==> src/rtl/beta_alu_mc.sv <==
// Multicycle Beta ALU with valid/ready handshakes on both sides, single-cycle
// arith/logic/compare/shift ops and an iterative shift-add MUL.
// Define BETA_ALU_DIV_EN to add an iterative unsigned restoring divide on opcode 0011.
module beta_alu_mc #(
  parameter int WIDTH = 32
) (
  input  logic             clk,
  input  logic             reset,
  input  logic             in_valid,
  output logic             in_ready,
  input  logic [3:0]       alu_fn,
  input  logic [WIDTH-1:0] in_a,
  input  logic [WIDTH-1:0] in_b,
  output logic             out_valid,
  input  logic             out_ready,
  output logic [WIDTH-1:0] result,
  output logic             err,
  output logic             busy
);
  localparam int SHW = $clog2(WIDTH);

  typedef enum logic [3:0] {
    OP_ADD   = 4'b0000, OP_SUB   = 4'b0001, OP_MUL   = 4'b0010, OP_DIV   = 4'b0011,
    OP_CMPEQ = 4'b0100, OP_CMPLT = 4'b0101, OP_CMPLE = 4'b0110, OP_CMPLTU = 4'b0111,
    OP_AND   = 4'b1000, OP_OR    = 4'b1001, OP_XOR   = 4'b1010, OP_XNOR  = 4'b1011,
    OP_SHL   = 4'b1100, OP_SHR   = 4'b1101, OP_SRA   = 4'b1110, OP_ILL   = 4'b1111
  } alu_op_t;

  typedef enum logic {IDLE, ITER} state_t;

  state_t           state_q, state_d;
  logic             out_valid_q, err_q;
  logic [WIDTH-1:0] result_q;
  logic [WIDTH-1:0] a_q, b_q, acc_q;
  logic [SHW-1:0]   cnt_q;

  logic [SHW-1:0]   sh;
  logic [WIDTH-1:0] sc_res;
  logic             sc_err, start_mul, start_div, start_iter;
  logic             accept, last;
  logic [WIDTH-1:0] mul_acc, iter_res;

  assign sh       = in_b[SHW-1:0];
  assign in_ready = (state_q == IDLE) && (!out_valid_q || out_ready);
  assign accept   = in_valid && in_ready;
  assign last     = (cnt_q == SHW'(WIDTH - 1));

  // Single-cycle result path, plus decode of the ops that need the iterator.
  always_comb begin
    // NOTE: every signal written here gets a default first, so no latch is inferred.
    sc_res    = '0;
    sc_err    = 1'b0;
    start_mul = 1'b0;
    start_div = 1'b0;
    case (alu_fn)
      OP_ADD:    sc_res = in_a + in_b;
      OP_SUB:    sc_res = in_a - in_b;
      OP_MUL:    start_mul = 1'b1;
`ifdef BETA_ALU_DIV_EN
      OP_DIV: begin
        if (in_b == '0) begin
          sc_res = '1;
          sc_err = 1'b1;
        end else begin
          start_div = 1'b1;
        end
      end
`else
      OP_DIV:    sc_err = 1'b1;
`endif
      OP_CMPEQ:  sc_res[0] = (in_a == in_b);
      OP_CMPLT:  sc_res[0] = ($signed(in_a) <  $signed(in_b));
      OP_CMPLE:  sc_res[0] = ($signed(in_a) <= $signed(in_b));
      OP_CMPLTU: sc_res[0] = (in_a < in_b);
      OP_AND:    sc_res = in_a & in_b;
      OP_OR:     sc_res = in_a | in_b;
      OP_XOR:    sc_res = in_a ^ in_b;
      OP_XNOR:   sc_res = ~(in_a ^ in_b);
      OP_SHL:    sc_res = in_a << sh;
      OP_SHR:    sc_res = in_a >> sh;
      OP_SRA:    sc_res = $unsigned($signed(in_a) >>> sh);
      default:   sc_err = 1'b1;
    endcase
  end

  assign start_iter = start_mul | start_div;

  // One multiplier bit per iteration: add A<<i when B[i] is set.
  assign mul_acc = acc_q + (b_q[cnt_q] ? (a_q << cnt_q) : '0);

`ifdef BETA_ALU_DIV_EN
  // Restoring divide: acc_q holds the partial remainder, a_q shifts the dividend
  // out at the top while quotient bits shift in at the bottom.
  logic             div_q;
  logic [WIDTH:0]   trial;
  logic [WIDTH-1:0] rem_next, quo_next;

  always_comb begin
    trial    = {acc_q, a_q[WIDTH-1]} - {1'b0, b_q};
    rem_next = trial[WIDTH] ? {acc_q[WIDTH-2:0], a_q[WIDTH-1]} : trial[WIDTH-1:0];
    quo_next = {a_q[WIDTH-2:0], ~trial[WIDTH]};
    iter_res = div_q ? quo_next : mul_acc;
  end
`else
  assign iter_res = mul_acc;
`endif

  always_comb begin
    state_d = state_q;
    case (state_q)
      IDLE:    if (accept && start_iter) state_d = ITER;
      ITER:    if (last) state_d = IDLE;
      default: state_d = IDLE;
    endcase
  end

  always_ff @(posedge clk) begin
    if (reset) begin
      state_q     <= IDLE;
      out_valid_q <= 1'b0;
      result_q    <= '0;
      err_q       <= 1'b0;
      a_q         <= '0;
      b_q         <= '0;
      acc_q       <= '0;
      cnt_q       <= '0;
`ifdef BETA_ALU_DIV_EN
      div_q       <= 1'b0;
`endif
    end else begin
      // NOTE: state is updated with non-blocking assignments so every register
      // samples the pre-edge values regardless of statement order.
      state_q <= state_d;
      if (out_valid_q && out_ready) out_valid_q <= 1'b0;

      if (accept) begin
        if (start_iter) begin
          a_q   <= in_a;
          b_q   <= in_b;
          acc_q <= '0;
          cnt_q <= '0;
`ifdef BETA_ALU_DIV_EN
          div_q <= start_div;
`endif
        end else begin
          result_q    <= sc_res;
          err_q       <= sc_err;
          out_valid_q <= 1'b1;
        end
      end

      if (state_q == ITER) begin
        cnt_q <= cnt_q + SHW'(1);
`ifdef BETA_ALU_DIV_EN
        if (div_q) begin
          acc_q <= rem_next;
          a_q   <= quo_next;
        end else begin
          acc_q <= mul_acc;
        end
`else
        acc_q <= mul_acc;
`endif
        if (last) begin
          result_q    <= iter_res;
          err_q       <= 1'b0;
          out_valid_q <= 1'b1;
        end
      end
    end
  end

  assign out_valid = out_valid_q;
  assign result    = result_q;
  assign err       = err_q;
  assign busy      = (state_q == ITER);

endmodule
==> config.mk <==
export PLATFORM = sky130hd
export DESIGN_NAME = beta_alu_mc
export DESIGN_NICKNAME = d
export VERILOG_FILES = /design/src/rtl/beta_alu_mc.sv
export SDC_FILE = /design/constraint.sdc
export NUM_CORES = 1
export LEC_CHECK = 0
export CORE_ASPECT_RATIO = 1.5
export CORE_MARGIN = 2
export CORE_UTILIZATION = 45
export DETAILED_ROUTE_END_ITERATION = 7
export SLEW_MARGIN = 20
export SYNTH_ARGS = -nofsm -noshare
export SYNTH_HDL_FRONTEND = slang
export SYNTH_SLANG_ARGS = --single-unit
==> constraint.sdc <==
create_clock -name clk -period 12.6 [get_ports clk]
set_input_delay 1.26 -clock clk [delete_from_list [all_inputs] [get_ports clk]]
set_output_delay 1.26 -clock clk [all_outputs]
set_load 0.005 [all_outputs]
* Word-level counts from Yosys, hierarchy flattened
Index checks and enable logic that the tools add are counted.
Word-level totals: output and inout port bits 36, word-level logic and storage cells 81, register bits after elaboration 136, bits of input ports 72
Operators by class: add/sub/neg operators 4, order comparisons 4, reductions and logical operators 12, muxes and demuxes 29, shift-type cells 4, bitwise gates (word level) 5, equality and inequality tests 15
Operator list (count):
- case mux 31 bit (9 select lines) | 1
- 2-to-1 mux 32 bit | 8
- adder 32 bit | 2
- < comparator 32 bit | 2
- << shifter 32 x 5 -> 32 bit | 2
- AND 32 bit | 1
- == test 32 bit | 1
- <= comparator 32 bit | 1
- NOT 32 bit | 1
- OR 32 bit | 1
- right shift 32 x 5 -> 32 bit | 1
- >>> shifter 32 x 5 -> 32 bit | 1
- subtractor 32 bit | 1
- XOR 32 bit | 1
- == test 4 bit, second input constant | 7
- == test 4 x 3 -> 1 bit, second input constant | 4
- 2-to-1 mux 5 bit | 3
- 2-to-1 mux 1 bit | 14
- OR reduction 14 bit | 1
- case mux 1 bit (13 select lines) | 1
- < comparator 5 x 6 -> 1 bit, second input constant | 1
- adder 5 x 1 -> 5 bit, second input constant | 1
- binary-select mux 1 bit (select 5 bit) | 1
- == test 5 bit, second input constant | 1
- 10 further kinds | 15

* Depth between registers and ports, before layout
depth after elaboration 7, mapped depth 23, depth with buffers taken out 18

* Worst setup path before layout
OpenSTA, ideal clock, no wires.
path type input to register, start point in in_b[2], end point reg result_q[31], in the netlist result[31], data arrival time 4.534 ns, library setup time 0.120 ns, buffers on the path 4, data required time 12.480 ns, stages 15, setup slack 7.946 ns, cells stage by stage inv_1 buf_2 buf_1 buf_1 ha_1 buf_2 nor3_1 o31ai_1 a211oi_2 o31ai_4 nor2_1 nor4_1 or4_1 o311a_1 o31a_1
Between the ends: longest elaborated chain between the ends 6, elaborated cells between the ends (all ways) 10, those cells by class add/sub: 2; shift: 3; mux: 5
RTL lines:
- start, declared | RTL line 13 | input logic [WIDTH-1:0] in_b,
- subtractor 32 bit (tied with other cells) | RTL line 57 | OP_SUB: sc_res = in_a - in_b;
- case mux 31 bit (9 select lines) (*) | RTL line 55 | case (alu_fn)
- 2-to-1 mux 32 bit (*) | RTL line 137 | if (start_iter) begin
- 2-to-1 mux 32 bit (*) | RTL line 136 | if (accept) begin
- 2-to-1 mux 32 bit | RTL line 164 | if (last) begin
- 2-to-1 mux 32 bit (*) | RTL line 152 | if (state_q == ITER) begin
- end signal, assigned | RTL line 146 | result_q <= sc_res;
- end signal, assigned | RTL line 165 | result_q <= iter_res;
- end, declared | RTL line 33 | logic [WIDTH-1:0] result_q;
Mark *: on every way between the ends. The rest lies on a longest branch, timed or not. A chain may end at the register's enable or synchronous reset.

* Worst setup path after layout
start point in in_b[4], end point reg result_q[25], in the netlist result[25]
The elaborated chain is that of the path after synthesis.

==> metrics.txt <==
portion of synthesized cell area occupied by the leading cell type=0.151; cell count after placement=around 2900; clk_lat worst skew=~460 ps; worst endpoint required time=between 10000 and 15000 ps; number of global-route vias before repair=~19000; total negative slack for setup checks=0 ps; horizontal die dimension=about 170 um; number of max-slew violations in the final report=0; sum of routed wire length over all layers=85300 um; clock power share=0.340; synthesized instance count=2440; final core occ=0.501; async set-or-reset flop fraction in the synthesized netlist=0; share of total power in combinational logic=0.366; setup repair after global routing missed its margin=no; Area growth syn-to-layout=9.46%; placeable core area=around 40000 um2; buffer levels on the longest clock path=2; critical path launch point type=primary input; ANT nets after route=0; multi-input gate area in the final layout=14000 um2; clock tree from TritonCTS=yes; Post CTS Setup Buffer Count=0; share of synthesized area occupied by flip-flops and latches=0.151; most used standard cells in the synthesized netlist=306 x sky130_fd_sc_hd__nand2_1, 270 x sky130_fd_sc_hd__nor2_1, 265 x sky130_fd_sc_hd__a21oi_1, 136 x sky130_fd_sc_hd__dfxtp_1, 130 x sky130_fd_sc_hd__ha_1; Clock Skews=around 23 ps; DP HPWL=around 66000 um; ratio of cells with drive above 1 in the final layout=0.0988; grt total ovfl=0; min-delay worst type=flip-flop to flip-flop; cell with the most instances after synthesis=sky130_fd_sc_hd__nand2_1; critical-path maximum fanout=45; Mean Syn Cell Area=approximately 7.4 um2; highest achievable clock rate=about 170 MHz; cell type contributing the most total cell area after synthesis=sky130_fd_sc_hd__dfxtp_1; number of fill cells in the layout=approximately 4000; Post-Syn Nets=~2600; count of flip-flops with a built-in enable after synthesis=0; Peak VDD IR=between 0.08 and 0.09 mV; Total GRT Usage=0.399; predominant post-synthesis flop cell=sky130_fd_sc_hd__dfxtp_1; sequential cell area=2730 um2; die area=roughly 42000 um2; library cells used by synthesis=around 110; cell-internal power=between 900 and 1000 uW; startpoint of the most critical hold path=b_q[4]$_SDFFE_PP0P_; DRC violations left=4; via count of the routed design=roughly 20000; Static Leak=just under 0.008 uW; gpl congestion=1.14; violations in the final reports=DRC; initial antenna violation count=2; headroom to the max-slew limit=0.169; number of levels the H-tree was split into=4; count of yosys warnings during synthesis=0; switching fraction of total power=0.406; initial detailed-routing violation count=roughly 2400; share of the clock period used by the worst path=0.464; final hold vios=0; number of clock buffers inserted by TritonCTS=17; post-synthesis instance area=around 18000 um2; total clock sinks=~140; final std cells w/o fill=around 2900; arrival time of data at the critical path endpoint=6180 ps; Pwr Density=76.9 nW/um2; maximum number of pins on one net before global-route repair=85; number of rows created at floorplan=89; drt via density=about 6.7; switching power=618 uW; clock-pin slew of the registers on the worst-case setup and hold paths=around 70 ps; final-report setup violation count=0; endpoint kind of the worst setup timing path=flip-flop; top area cells in the synthesized netlist=sky130_fd_sc_hd__dfxtp_1 15%, sky130_fd_sc_hd__mux4_2 9.8%, sky130_fd_sc_hd__ha_1 9.0%, sky130_fd_sc_hd__a21oi_1 7.3%, sky130_fd_sc_hd__nand2_1 6.4%; number of port buffers=between 100 and 150; sequential fraction of design power=0.294; critical path start-end classification=primary input to flip-flop; r2r startpoint=cnt_q[0]$_SDFFE_PP0P_; global-route wire length before repair=124000 um; Initial Util=0.457; fin crit period=5850 ps; buffer type at the clock tree root=sky130_fd_sc_hd__clkbuf_16; register bit count reported by yosys=about 140; final-stage net count=about 2600; status=complete, but fails checks; number of buffers inserted by hold repair at cts=0; CP startpoint=in_b[4]; CTS-repair resized insts=0; number of I/O pins=approximately 110; 1st-pass router iterations=8; DIE HEIGHT=250 um; number of max-capacitance violations reported=0; actual slew at the worst max-slew pin=1230 ps; WL per Instance=between 20 and 30 um
==> flip-flops by register name (all words and copies together) (netlist names) <==
signal     flops
a_q           32
acc_q         32
b_q           32
busy           1
cnt_q          5
err            1
out_valid      1
result        32
==> layout make-up <==
class                   instances  area share
clock buffers                  18      0.0222
inverters                     118      0.0224
flip-flops and latches        136       0.138
clock inverters                14     0.00664
diodes                          4    0.000506
multi-input cells            1986       0.707
repair buffers                158      0.0721
well taps                     500      0.0316
==> metrics by stage <==
step	setup slack, ps	hold WS [ps]	power [uW]	instance area (um2)
floorplan	7950	432	801	18100
global placement	6500	440	995	19200
detailed placement	6490	447	996	19200
CTS	6870	457	1510	19800
global route	6560	483	1570	19800
finish	6750	455	1520	19800
==> placed cells by master, fill, tap and decap left out, drive strengths merged, types with 47 or more instances in the layout <==
master	synthesis	layout
clkdlybuf4s50	0	100
inv	115	122
ha	130	130
buf	84	58
nand2	306	306
dfxtp	136	136
mux2i	78	78
nor3	47	47
a211oi	64	64
nor2	272	272
o21ai	142	142
mux4	80	80
a21oi	266	266
==> routing by layer <==
metal / vias to the layer above / part of all wire / GRT usage
li1: 8888 / - / -
met2: 1129 / 0.48 / 0.668
met1: 9476 / 0.36 / 0.465
met4: 0 / 0.085 / 0.283
met3: 286 / 0.077 / 0.0620
met5: - / 0 / 0
==> logic make-up after synthesis <==
kind of cell | Yosys count | share of synthesized area
and+or+nand+nor | 826 | 0.204
AOI/OAI and AO/OA | 785 | 0.287
buffers and inverters | 318 | 0.0764
muxes | 182 | 0.159
DFF | 136 | 0.151
adders and majority gates | 134 | 0.0938
xor gates and xnor gates | 59 | 0.0290
==> power by group through the flow <==
| stage | Combinational, uW | Clock (uW) | Sequential (uW) |
|---|---|---|---|
| 2_1_floorplan | 348 | 0 | 454 |
| 3_3_place_gp | 537 | 0 | 457 |
| 3_5_place_dp | 538 | 0 | 457 |
| 4_1_cts | 541 | 520 | 448 |
| 5_1_grt | 588 | 533 | 448 |
| 6_report | 556 | 518 | 448 |
==> worst max-delay path, stage by stage <==
cell	delay, ps
sky130_fd_sc_hd__clkdlybuf4s50_1	460
sky130_fd_sc_hd__buf_4	430
sky130_fd_sc_hd__clkinv_1	730
sky130_fd_sc_hd__ha_1	780
sky130_fd_sc_hd__nor2_1	140
sky130_fd_sc_hd__a2111oi_2	620
sky130_fd_sc_hd__a211oi_2	210
sky130_fd_sc_hd__o31ai_4	400
sky130_fd_sc_hd__o211ai_1	160
sky130_fd_sc_hd__a31oi_1	410
sky130_fd_sc_hd__o21bai_1	160
sky130_fd_sc_hd__mux2i_1	140
sky130_fd_sc_hd__o221a_1	270
==> final timing paths <==
check	to	slack (ps)	depth (start not counted)
setup reg to reg	result[29]$_SDFF_PP0_	6870	16
hold / removal	b_q[4]$_SDFFE_PP0P_	460	2
setup / recovery	result[25]$_SDFF_PP0_	6750	13
hold reg to reg	b_q[4]$_SDFFE_PP0P_	460	2
Power figures use the tool's default switching activity.
